`src/rtl/rv_bus_pkg.sv`:
```
// Shared definitions for the VexRiscv iBus/dBus to single-port memory arbiter:
// source encodings, access-size codes and the byte-lane write mask helper.
package rv_bus_pkg;

  localparam logic SRC_I = 1'b0;
  localparam logic SRC_D = 1'b1;

  localparam logic [1:0] SZ_BYTE = 2'b00;
  localparam logic [1:0] SZ_HALF = 2'b01;
  localparam logic [1:0] SZ_WORD = 2'b10;
  localparam logic [1:0] SZ_INV  = 2'b11;

  localparam int MEM_LAT_MAX = 4;

  // A halfword at lane 3 is truncated to lane 3 only; the invalid size writes nothing.
  function automatic logic [3:0] byte_mask(input logic [1:0] size, input logic [1:0] lane);
    logic [3:0] mask;
    case (size)
      SZ_BYTE: mask = 4'b0001 << lane;
      SZ_HALF: mask = 4'b0011 << lane;
      SZ_WORD: mask = 4'b1111;
      default: mask = 4'b0000;
    endcase
    return mask;
  endfunction

endpackage

```
`src/rtl/rv_rsp_tag_pipe.sv`:
```
// Fixed-depth {valid,src} shift register tracking reads in flight through the memory,
// so each returning word can be steered to the bus that issued it.
module rv_rsp_tag_pipe
  import rv_bus_pkg::*;
#(
  parameter int LAT = 1
) (
  input  logic CLK,
  input  logic RST_X,
  input  logic push,
  input  logic push_src,
  output logic pop_valid,
  output logic pop_src
);

  logic [LAT-1:0] vld_q, vld_d;
  logic [LAT-1:0] src_q, src_d;

  always_comb begin
    vld_d    = vld_q;
    src_d    = src_q;
    vld_d[0] = push;
    src_d[0] = push_src;
    for (int i = 1; i < LAT; i++) begin
      vld_d[i] = vld_q[i-1];
      src_d[i] = src_q[i-1];
    end
  end

  // Async clear drops every in-flight read so nothing is delivered after a reset.
  always_ff @(posedge CLK or negedge RST_X) begin
    if (!RST_X) begin
      vld_q <= '0;
      src_q <= {LAT{SRC_I}};
    end else begin
      vld_q <= vld_d;
      src_q <= src_d;
    end
  end

  assign pop_valid = vld_q[LAT-1];
  assign pop_src   = src_q[LAT-1];

endmodule

```
`src/rtl/rv_mem_arbiter.sv`:
```
// Round-robin arbiter sharing one single-port synchronous memory between the iBus and dBus,
// with pipelined response routing and a saturating conflict counter.
module rv_mem_arbiter
  import rv_bus_pkg::*;
#(
  parameter int MEM_LAT = 1,
  parameter int CNT_W   = 32
) (
  input  logic             CLK,
  input  logic             RST_X,
  input  logic             i_cmd_valid,
  output logic             i_cmd_ready,
  input  logic [31:0]      i_cmd_addr,
  output logic             i_rsp_valid,
  output logic [31:0]      i_rsp_data,
  input  logic             d_cmd_valid,
  output logic             d_cmd_ready,
  input  logic             d_cmd_wr,
  input  logic [31:0]      d_cmd_addr,
  input  logic [31:0]      d_cmd_data,
  input  logic [1:0]       d_cmd_size,
  output logic             d_rsp_valid,
  output logic [31:0]      d_rsp_data,
  output logic [31:0]      m_addr,
  output logic [31:0]      m_wdata,
  output logic [3:0]       m_we,
  output logic             m_re,
  input  logic [31:0]      m_rdata,
  output logic [CNT_W-1:0] conflict_cnt
);

  logic             rr_last_q, rr_last_d;
  logic [CNT_W-1:0] cnt_q, cnt_d;
  logic             gnt_i, gnt_d, rd_src;
  logic             tag_vld, tag_src;

  always_comb begin
    // On a conflict the source that did not win last time gets the slot.
    gnt_i = i_cmd_valid && (!d_cmd_valid || (rr_last_q == SRC_D));
    gnt_d = d_cmd_valid && !gnt_i;

    rr_last_d = rr_last_q;
    if (gnt_i)      rr_last_d = SRC_I;
    else if (gnt_d) rr_last_d = SRC_D;

    i_cmd_ready = gnt_i;
    d_cmd_ready = gnt_d;

    m_addr  = gnt_i ? i_cmd_addr : d_cmd_addr;
    m_wdata = d_cmd_data;
    m_we    = (gnt_d && d_cmd_wr) ? byte_mask(d_cmd_size, d_cmd_addr[1:0]) : 4'b0000;
    m_re    = gnt_i || (gnt_d && !d_cmd_wr);
    rd_src  = gnt_i ? SRC_I : SRC_D;

    cnt_d = cnt_q;
    if (i_cmd_valid && d_cmd_valid && (cnt_q != {CNT_W{1'b1}}))
      cnt_d = cnt_q + CNT_W'(1);

    i_rsp_valid = tag_vld && (tag_src == SRC_I);
    d_rsp_valid = tag_vld && (tag_src == SRC_D);
    i_rsp_data  = m_rdata;
    d_rsp_data  = m_rdata;
  end

  always_ff @(posedge CLK or negedge RST_X) begin
    if (!RST_X) begin
      rr_last_q <= SRC_I;
      cnt_q     <= '0;
    end else begin
      rr_last_q <= rr_last_d;
      cnt_q     <= cnt_d;
    end
  end

  assign conflict_cnt = cnt_q;

  rv_rsp_tag_pipe #(
    .LAT (MEM_LAT)
  ) u_tag_pipe (
    .CLK       (CLK),
    .RST_X     (RST_X),
    .push      (m_re),
    .push_src  (rd_src),
    .pop_valid (tag_vld),
    .pop_src   (tag_src)
  );

endmodule

```
`config.mk`:
```
export PLATFORM = sky130hd
export DESIGN_NAME = rv_mem_arbiter
export DESIGN_NICKNAME = d
export VERILOG_FILES = /design/src/rtl/rv_bus_pkg.sv /design/src/rtl/rv_rsp_tag_pipe.sv /design/src/rtl/rv_mem_arbiter.sv
export SDC_FILE = /design/constraint.sdc
export NUM_CORES = 1
export LEC_CHECK = 0
export CAP_MARGIN = 25
export CORE_AREA = 4 4 117 119
export DETAILED_ROUTE_END_ITERATION = 8
export DIE_AREA = 0 0 121 123
export GPL_TIMING_DRIVEN = 1
export PLACE_DENSITY = 0.67
export SLEW_MARGIN = 20
export SYNTH_ARGS = -nofsm -noshare
export SYNTH_HDL_FRONTEND = slang
export SYNTH_HIERARCHICAL = 1
export SYNTH_SLANG_ARGS = --single-unit
```
`constraint.sdc`:
```
create_clock -name CLK -period 2.9 [get_ports CLK]
set_input_delay 0.725 -clock CLK [delete_from_list [all_inputs] [get_ports CLK]]
set_output_delay 0.725 -clock CLK [all_outputs]
set_load 0.1 [all_outputs]
```
# After elaboration in Yosys (flattened, before gate mapping)
# Cells that the tools add are included.
# word_totals
regBits,35
input_bits,135
out_inout_bits,169
elab_cells,32
# classes
add_sub_neg,1
eq_ne,3
shifts,2
n_mux,6
bitwise_logic,1
n_reduce_logical,15
# ops
operator,count
$add 32x1->32 const B,1
$mux 32,1
$ne 32x32->1 const B,1
$pmux 4 s3,1
$logic_and 1x1->1,8
$mux 4,1
$shl 1x2->4 const A,1
$shl 2x2->4 const A,1
$logic_not 1->1,3
$mux 1,3
$eq 2x1->1 const B,1
$eq 2x2->1 const B,1
$logic_not 2->1,1
$logic_or 1x1->1,2
$reduce_bool 2->1,1
$not 1->1,1

# Depth between registers and ports, before layout
# Gate-level depths: netlist (run 1).
# depth
depth_word,7
mapped_depth,6
ltp_nobuf,6

# Cells and area by module
# Netlist (run 1), hierarchy kept.
# modules_own_cells
module,n_inst,cells_per_inst,area_each_um2,seq_area_each_um2
rv_mem_arbiter,1,364,2819.0,825.8
rv_rsp_tag_pipe,1,2,50.0,50.0

# Worst setup path after synthesis (run 1)
# Ideal clock, no wire load.
# synth_path
path_type,input -> output
start,in d_cmd_valid
end,out m_we[1]
t_arrival_ps,4176
t_required_ps,2175
slack_ps,-2001
cell_stages,4
n_path_buf,0
cell_sequence,inv_1 a21oi_1 nand3_1 a21oi_1
# synth_via
elab_chain_cells,7
# synth_lines
item,line,text
"start, declared",rv_mem_arbiter.sv:16,"input logic d_cmd_valid,"
$logic_not 1->1,rv_mem_arbiter.sv:39,gnt_i = i_cmd_valid && (!d_cmd_valid || (rr_last_q == SRC_D));
$logic_or 1x1->1,rv_mem_arbiter.sv:39,
$logic_and 1x1->1,rv_mem_arbiter.sv:39,
$logic_not 1->1,rv_mem_arbiter.sv:40,gnt_d = d_cmd_valid && !gnt_i;
$logic_and 1x1->1 (*),rv_mem_arbiter.sv:40,
net d_cmd_ready,rv_mem_arbiter.sv:17,"output logic d_cmd_ready,"
$logic_and 1x1->1 (*),rv_mem_arbiter.sv:51,"m_we = (gnt_d && d_cmd_wr) ? byte_mask(d_cmd_size, d_cmd_addr[1:0]) : 4'b0000;"
$mux 4 (*),rv_mem_arbiter.sv:51,
"end, declared",rv_mem_arbiter.sv:26,"output logic [3:0] m_we,"
# The timed path passes the listed nets; every way through them passes the cells marked *.

# Worst setup path in the final report (run 1)
# layout_path
start,in d_cmd_valid
end,out m_addr[14]
# layout_via
elab_chain_cells,4
# layout_lines
item,line,text
$logic_not 1->1,rv_mem_arbiter.sv:39,
$logic_or 1x1->1,rv_mem_arbiter.sv:39,
$logic_and 1x1->1,rv_mem_arbiter.sv:39,
$mux 32,rv_mem_arbiter.sv:49,m_addr = gnt_i ? i_cmd_addr : d_cmd_addr;
"end, declared",rv_mem_arbiter.sv:24,"output logic [31:0] m_addr,"
# No other way between the ends.

==> results.json, run 1 <==
{
  "r2r_cells": 7,
  "worst_slew_pin_slew_ns": 0.621,
  "ys_types": 37,
  "overflow": 0,
  "ys_seq_area_frac": 0.305,
  "whs_endpoint": "conflict_cnt[30]$_DFFE_PN0P_",
  "root_buffer": "clkbuf_16",
  "post-route-min-period_ns": 2.79,
  "die-area_um2": 14900,
  "status": "completed",
  "ant_nets": 0,
  "wire_per_inst_um": 17.7,
  "synthMostInstantiatedCell": "nand2_1",
  "min_from": "conflict_cnt[30]$_DFFE_PN0P_",
  "ys_top_cells_by_area": "dfrtp_1 (31%), buf_4 (25%), nand2_1 (14%)",
  "p_per_area_nw_per_um2": 573,
  "path_class": "in2out",
  "antenna_found_initial": 0,
  "critPathMaxFanout": 17,
  "die_x_um": 121,
  "holdBufCountCts": 0,
  "syn_nets": 502,
  "crit_path_max_incr_delay_ns": 0.29,
  "yosys_warnings": 6,
  "drt_pass1_iterations": 4,
  "startpoint_type": "primary input",
  "end_kind": "output pin",
  "chipHeight_um": 123,
  "num-nets-final": 558,
  "grt_setup_unrepaired": "no",
  "p_leak_nw": 2.02,
  "vias": 2578,
  "finalInstanceArea_um2": 4500,
  "skew_ns": 0.00666,
  "synthesis.area_um2": 2870,
  "required_ns": 2.17,
  "coreArea_um2": 12600,
  "crit_chain": "dlygate4sd2_1 > buf_12 > nand2b_1 > nand2_2 > clkinv_4 > bufbuf_16 > nand2_1 > nand2_2 > buf_12",
  "start_util": 0.228,
  "max_cap_viol_count": 0,
  "drt-vias-per-instance": 4.33,
  "avgSynthCellArea_um2": 7.84,
  "post-route-period-util": 0.960,
  "ys_ff_latch": 35,
  "clock_latency_ns": 0.28,
  "nFillCells": 1272,
  "slowest_stage": "bufbuf_16",
  "fp-row-count": 41,
  "async_reset_ff_frac": 1.00,
  "synth_common_cells": "nand2_1 (104), buf_4 (96), dfrtp_1 (35)",
  "num_antenna_cells": 0,
  "htreeDepth": 2,
  "finalHoldViolations": 0,
  "multi_input_area_um2": 1340,
  "cts.clk_slew.worst_paths_ns": 0.05,
  "synth_top_flop_cell": "dfrtp_1",
  "seq_area_um2": 876,
  "wirelength_um": 10600,
  "portBuffers": 143,
  "layoutNonFillerInstCount": 595,
  "track_usage": 0.135,
  "slew_headroom": 0.582,
  "drt_first_iter_violations": 174,
  "hpwl_um": 8880,
  "drive_gt1_frac": 0.305,
  "synth.top_cell.area_share": 0.305,
  "r2r-start": "conflict_cnt[0]$_DFFE_PN0P_",
  "drc": 0,
  "grt_pass1_wl_um": 15100,
  "peakVddDrop_mv": 0.354,
  "synth_top_cell_by_area": "dfrtp_1",
  "reg2reg_slack_ns": 0.93,
  "fmax_mhz": 359,
  "rr_endpoint": "conflict_cnt[31]$_DFFE_PN0P_",
  "clock_sinks": 35,
  "synthToLayoutAreaGrowth_pct": 56.7,
  "hp-class": "reg2reg",
  "holdPathStages": 1,
  "setup_viol": 0,
  "cp-startpoint": "d_cmd_valid",
  "cp.arrival_ns": 2.06,
  "grt_pass1_vias": 2533,
  "dp_cells": 586,
  "slew_viol_final": 0,
  "num_io_pins": 304,
  "cts_buffers": 5,
  "gp_congestion": 0.770,
  "cts_tree": "yes",
  "clockBufferDepth": 2,
  "dpl-instance-area_um2": 4270,
  "synth-edff-count": 0,
  "syn_inst": 366,
  "grt_max_degree": 36
}
-- cell usage in the layout, fill, tap and decap left out, drive strengths merged, types with 2 or more instances in the layout --
| cell | synthesis | layout |
|---|---|---|
| and2 | 2 | 2 |
| clkbuf | 9 | 6 |
| o21ai | 4 | 4 |
| clkinv | 1 | 2 |
| xor2 | 11 | 11 |
| nand3 | 11 | 11 |
| dlygate4sd2 | 0 | 2 |
| or2 | 2 | 2 |
| a21oi | 7 | 7 |
| clkdlybuf4s50 | 0 | 68 |
| nor2 | 14 | 14 |
| inv | 4 | 4 |
| and3 | 5 | 5 |
| xnor2 | 20 | 20 |
| nor4 | 2 | 2 |
| nor3 | 2 | 2 |
| dfrtp | 35 | 35 |
| buf | 96 | 83 |
| nand4 | 22 | 22 |
| and4 | 3 | 3 |
| nand2 | 104 | 104 |
-- routing by layer --
metal / routed length [um] / global-route usage / vias to the layer above
met5: 0 / 0 / -
met2: 4710 / 0.194 / 133
met4: 318 / 0.0545 / 0
met3: 1410 / 0.0823 / 28
li1: - / - / 1211
met1: 4110 / 0.162 / 1206
-- sequential cells by signal, indices dropped and copies added, names as in the netlist --
signal / flops
u_tag_pipe/pop_src: 1
u_tag_pipe/pop_valid: 1
conflict_cnt: 32
rr_last_q: 1
-- kinds of logic (layout without fill, tap and decap cells) --
logic type	count (synthesis)	after routing	share of synthesized area
AO/OA/AOI/OAI	18	18	0.0462
XOR/XNOR	31	31	0.0946
adder cells (fa/ha/maj)	1	1	0.00436
buffers and inverters	110	167	0.270
flip-flops	35	35	0.305
multiplexers	1	1	0.00392
AND/OR/NAND/NOR	170	170	0.276
-- critical path: cells and delay by family --
family | cells | cell delay, ns
buf+inv | 5 | 0.96
simple gates | 4 | 0.36
-- layout make-up --
class | count | share of cell area
repair buffers | 154 | 0.418
clock buffers | 6 | 0.0309
inverters | 5 | 0.00807
well taps | 172 | 0.0479
multi-input cells | 221 | 0.297
flip-flops and latches | 35 | 0.195
clock inverters | 2 | 0.00362
-- worst max path at each step --
stage | to | slack [ns] | cells past startpoint
global route | m_addr[16] | 0.05 | 9
finish | m_addr[14] | 0.11 | 9
floorplan | m_addr[0] | -0.31 | 4
CTS | m_addr[15] | 0.12 | 9
global placement | m_addr[19] | -0.19 | 8
detailed placement | m_addr[14] | -0.19 | 8
-- timing repair --
| item | 4_1_cts | 5_1_grt |
|---|---|---|
| setup buffers | 0 | 0 |
| resized for setup | 16 | 0 |
| setup endpoints to repair | 35 | 0 |
-- metrics by stage --
step / total power, W / utilization / setup TNS (ns) / worst slack [ns] / hold slack [ns]
floorplan: 0.00213 / - / -0.315 / -0.306 / 0.429
global placement: 0.00202 / 0.339 / -3.04 / -0.192 / 0.506
detailed placement: 0.00203 / 0.339 / -3.54 / -0.195 / 0.514
CTS: 0.00260 / 0.358 / 0 / 0.119 / 0.522
global route: 0.00268 / 0.358 / 0 / 0.0454 / 0.546
finish: 0.00258 / 0.358 / 0 / 0.115 / 0.525
-- power breakdown --
group | internal (W) | switching (W)
registers | 0.000539 | 0.0000787
clock network | 0.000342 | 0.000196
logic | 0.000445 | 0.000978
(Power assumes the default switching activity.)
==> run 2, diff against run 1 <==
--- a/config.mk
+++ b/config.mk
@@ -9,2 +9,3 @@
 export CORE_AREA = 4 4 117 119
+export CTS_CLUSTER_DIAMETER = 100
 export DETAILED_ROUTE_END_ITERATION = 8
--- a/constraint.sdc
+++ b/constraint.sdc
@@ -3,2 +3,2 @@
 set_output_delay 0.725 -clock CLK [all_outputs]
-set_load 0.1 [all_outputs]
+set_load 0.01 [all_outputs]
==> run 2 against run 1 <==
  * Flip-flop and latch count did not move
  * Sequential share of layout area increased by 2.1 points
  * Sequential power about the same
  * Combinational power down 62%
  * Non-clock buffer count rose by 3
  * Power decreased by 31%
  * Register-to-register slack worse by 0.05 ns
  * Utilization decreased by 3.5 points
  * Largest power group is now the clock network
  * Highest routed layer unchanged
==> results.json, run 2 (same netlist as run 1, synthesis figures left out) <==
{
  "vias": 2572,
  "cts_buffers": 5,
  "post-route-period-util": 0.929,
  "wirelength_um": 9350,
  "skew_ns": 0.00366,
  "htreeDepth": 2,
  "slew_headroom": 0.607,
  "drt_first_iter_violations": 145,
  "drt_pass1_iterations": 5,
  "grt_max_degree": 36,
  "critPathMaxFanout": 16,
  "status": "completed",
  "fp-row-count": 41,
  "grt_pass1_wl_um": 13500,
  "num-nets-final": 561,
  "nFillCells": 1324,
  "portBuffers": 143,
  "multi_input_area_um2": 1220,
  "holdBufCountCts": 0,
  "grt_setup_unrepaired": "no",
  "path_class": "in2out",
  "root_buffer": "clkbuf_16",
  "wire_per_inst_um": 15.6,
  "die_x_um": 121,
  "num_io_pins": 304,
  "chipHeight_um": 123,
  "max_cap_viol_count": 0,
  "hpwl_um": 7550,
  "gp_congestion": 0.740,
  "end_kind": "output pin",
  "overflow": 0,
  "largest_register_ffs": 32,
  "finalHoldViolations": 0,
  "synthToLayoutAreaGrowth_pct": 41.6,
  "antenna_found_initial": 0,
  "cts_tree": "yes",
  "drt-vias-per-instance": 4.30,
  "slew_viol_final": 0,
  "cts.clk_slew.worst_paths_ns": 0.05,
  "cp.arrival_ns": 1.97,
  "dpl-instance-area_um2": 3860,
  "post-route-min-period_ns": 2.69,
  "post-place-ws_ns": -0.322,
  "ant_nets": 0,
  "setup_viol": 0,
  "most-common-layout-cells": "nand2_1 (103), clkdlybuf4s50_1 (103), dfrtp_1 (35), dlygate4sd2_1 (35), nand4_1 (21)",
  "p_per_area_nw_per_um2": 436,
  "track_usage": 0.114,
  "start_util": 0.228,
  "num_antenna_cells": 0,
  "fmax_mhz": 371,
  "die-area_um2": 14900,
  "peakVddDrop_mv": 0.213,
  "required_ns": 2.17,
  "drc": 0,
  "worst_slew_pin_slew_ns": 0.585,
  "clockBufferDepth": 2,
  "hp-class": "reg2reg",
  "clock_latency_ns": 0.28,
  "startpoint_type": "primary input",
  "finalInstanceArea_um2": 4060,
  "setup_ws_ns": 0.207,
  "clock_sinks": 35,
  "drive_gt1_frac": 0.0892,
  "p_leak_nw": 1.88,
  "coreArea_um2": 12600,
  "seq_area_um2": 876,
  "grt_pass1_vias": 2484
}
run 2: layout make-up:
type                            instances  area share
Sequential cell                        35       0.216
Inverter                                5     0.00585
Timing Repair Buffer                  157       0.381
Clock buffer                            6      0.0342
Clock inverter                          2     0.00863
Multi-Input combinational cell        221       0.302
Tap cell                              172      0.0530
run 2: report_power, final:
| group | switching [W] | leakage [nW] | total, W | internal (W) |
|---|---|---|---|---|
| combinational | 0.000229 | 1.33 | 0.000535 | 0.000306 |
| clock | 0.000195 | 0.0868 | 0.000622 | 0.000427 |
| sequential | 0.0000754 | 0.465 | 0.000614 | 0.000539 |
run 2: metrics by stage:
| stage | total power, W | TNS [ns] | hold slack (ns) | utilization | cells |
|---|---|---|---|---|---|
| after global routing | 0.00187 | 0 | 0.559 | 0.323 | 598 |
| after global placement | 0.00117 | -8.55 | 0.507 | 0.307 | 589 |
| final | 0.00177 | 0 | 0.521 | 0.323 | 598 |
| after detailed placement | 0.00118 | -9.83 | 0.516 | 0.307 | 589 |
| after CTS | 0.00179 | -0.416 | 0.528 | 0.322 | 598 |
| after floorplan | 0.000934 | 0 | 0.429 | - | 366 |
run 2: layer usage:
metal | track usage | vias to the layer above | routed length, um
met5 | 0 | - | 0
met4 | 0.0588 | 0 | 318
met3 | 0.0517 | 41 | 1110
met2 | 0.162 | 130 | 4140
met1 | 0.145 | 1182 | 3780
li1 | - | 1219 | -
run 2: repair_timing:
| action | 4_1_cts | 5_1_grt |
|---|---|---|
| gates cloned | 1 | 0 |
| endpoints found under the hold margin | 0 | 0 |
| setup endpoints to repair | 38 | 5 |
| gates resized for setup | 45 | 7 |
| buffers inserted | 0 | 0 |
run 2: path summary, 6_finish.rpt:
kind	from	end	slack, ns	cells after the start
setup / recovery	d_cmd_valid	m_addr[28]	0.21	8
hold / removal	conflict_cnt[14]$_DFFE_PN0P_	conflict_cnt[14]$_DFFE_PN0P_	0.52	1
setup reg to reg	conflict_cnt[0]$_DFFE_PN0P_	conflict_cnt[18]$_DFFE_PN0P_	0.88	6
hold reg to reg	conflict_cnt[14]$_DFFE_PN0P_	conflict_cnt[14]$_DFFE_PN0P_	0.52	1
max in group asynchronous	RST_X	rr_last_q$_DFFE_PN0P_	1.72	2
min in group asynchronous	RST_X	conflict_cnt[19]$_DFFE_PN0P_	0.85	2
run 2: critical path, cell delays in order:
cell and delay (ns):
dlygate4sd2_1 0.25, nand2b_1 0.09, nand2_2 0.13, clkinv_4 0.08, bufbuf_16 0.29, nand2_1 0.06, nand2_1 0.05, dlygate4sd2_1 0.28
==> run 3, diff against run 2 <==
- CORE_AREA: 4 4 117 119 -> 4 4 115 117
- DIE_AREA: 0 0 121 123 -> 0 0 119 121
- DONT_BUFFER_PORTS: default -> 1
- PLACE_DENSITY: 0.67 -> default
==> run 3 against run 2 <==
  * Worst setup slack gained 0.23 ns
  * Power is 16% lower
  * Maximum frequency grew 9.2%
  * Flip-flop and latch count stayed put
  * Combinational power decreased by 60%
  * Hold slack got worse by 0.39 ns
  * Non-clock buffer count shrank 153
  * Register-to-register slack got worse by 0.10 ns
  * Final cell count down 26%
  * Largest cell class is now multi-input gates
==> results.json, run 3 (same netlist as run 1, synthesis figures left out) <==
{
  "grt_setup_unrepaired": "no",
  "largest_register_ffs": 32,
  "dp_cells": 437,
  "end_kind": "output pin",
  "cp.arrival_ns": 1.74,
  "grt_pass1_wl_um": 12900,
  "fmax_mhz": 405,
  "cts_setup_buffers": 0,
  "crit_family": "buffers and inverters",
  "reg2reg_slack_ns": 0.78,
  "post-route-min-period_ns": 2.47,
  "timing.critical_path.buf_inv": 3,
  "p_per_area_nw_per_um2": 588,
  "crit_path_max_incr_delay_ns": 0.40,
  "peakVddDrop_mv": 0.202,
  "coreArea_um2": 12400,
  "clockBufferDepth": 2,
  "holdBufCountCts": 0,
  "critPathMaxFanout": 26,
  "drt-met1-wl_um": 3460,
  "post-place-ws_ns": 0.481,
  "wire_per_inst_um": 21.9,
  "layoutNonFillerInstCount": 445,
  "crit_chain": "nand2b_1 > nand2_1 > clkinv_1 > buf_12 > o21ai_0 > buf_4",
  "r2r_cells": 6,
  "ant_nets": 0,
  "startpoint_type": "register",
  "vias": 2043,
  "most-common-layout-cells": "nand2_1 (104), dfrtp_1 (35), nand4_1 (21)",
  "drt-vias-per-instance": 4.59,
  "slew_headroom": 0.611,
  "portBuffers": 0,
  "post-route-period-util": 0.851,
  "num-nets-final": 408,
  "postCtsResizedCells": 0,
  "drt_first_iter_violations": 196,
  "met3_wirelength_um": 2090,
  "dr_wl_met2_um": 3800,
  "grt_pass1_vias": 1877,
  "clock_sinks": 35,
  "required_ns": 2.17,
  "cts_buffers": 5,
  "gp_congestion": 0.812,
  "skew_ns": 0.00870,
  "drt_pass1_iterations": 4,
  "p_leak_nw": 1.14,
  "fin_util": 0.206,
  "die-area_um2": 14400,
  "cts.clk_slew.worst_paths_ns": 0.06,
  "root_buffer": "clkbuf_16",
  "slew_viol_final": 0,
  "antenna_found_initial": 0,
  "fp-row-count": 41,
  "path_class": "reg2out",
  "status": "completed",
  "top_layer": "met4",
  "final_common_cell": "nand2_1",
  "htreeDepth": 2,
  "hpwl_um": 8340,
  "track_usage": 0.123,
  "die_x_um": 119,
  "clock_latency_ns": 0.28,
  "synthToLayoutAreaGrowth_pct": -11.3,
  "setup_viol": 0,
  "setup_ws_ns": 0.433,
  "num_io_pins": 304,
  "worst_slew_pin_slew_ns": 0.578,
  "chipHeight_um": 121,
  "start_util": 0.232,
  "max_cap_viol_count": 0,
  "grt_max_degree": 36,
  "slowest_stage": "dfrtp_1",
  "hp-class": "in2async",
  "cts_tree": "yes",
  "drive_gt1_frac": 0.0879,
  "rr_endpoint": "conflict_cnt[20]$_DFFE_PN0P_",
  "finalHoldViolations": 0,
  "overflow": 0,
  "r2r-start": "conflict_cnt[0]$_DFFE_PN0P_",
  "fin_tns_setup_ns": 0,
  "drc": 0,
  "num_antenna_cells": 0,
  "wirelength_um": 9750
}
-- run 3: through the flow --
step | total power, W | hold WS [ns] | cell area [um^2]
2_1_floorplan | 0.000934 | 0.429 | 2870
3_3_place_gp | 0.000870 | 0.431 | 2370
3_5_place_dp | 0.000877 | 0.430 | 2370
4_1_cts | 0.00151 | 0.128 | 2540
5_1_grt | 0.00157 | 0.118 | 2540
6_report | 0.00150 | 0.132 | 2540
-- run 3: cell type report --
class                   instances  area [um^2]
clock buffers                   5          125
clock inverters                 3         47.5
fillers                      1359         9820
inverters                       5         18.8
multi-input cells             221         1220
flip-flops and latches         35          876
well taps                     172          215
repair buffers                  4         42.5
-- run 3: how the worst max path moves through the flow --
stage / slack [ns] / cells past startpoint / startpoint / to
3_3_place_gp: 0.55 / 6 / d_cmd_valid / m_addr[0]
4_1_cts: 0.44 / 6 / rr_last_q$_DFFE_PN0P_ / m_addr[0]
2_1_floorplan: 0.63 / 6 / d_cmd_valid / m_addr[22]
6_report: 0.43 / 6 / rr_last_q$_DFFE_PN0P_ / m_addr[0]
3_5_place_dp: 0.48 / 4 / d_cmd_valid / m_we[2]
5_1_grt: 0.34 / 7 / rr_last_q$_DFFE_PN0P_ / m_addr[0]
-- run 3: worst reg2reg max path, cell delays in order, from the launching register on --
cell      delay, ns
dfrtp_1        0.49
ha_1           0.26
nand3_1        0.21
nor3_1         0.44
o311ai_1       0.29
nor2_1         0.18
xor2_1         0.17
-- run 3: power breakdown --
| part | switching (W) | internal, W | leakage, nW |
|---|---|---|---|
| sequential | 0.000112 | 0.000538 | 0.465 |
| clock | 0.000223 | 0.000410 | 0.0844 |
| combinational | 0.000133 | 0.0000804 | 0.593 |
-- run 3: routing by layer --
layer,GRT usage,vias up
met4,0.0666,0
met2,0.147,149
met1,0.137,941
met3,0.123,41
met5,0,-
li1,-,912
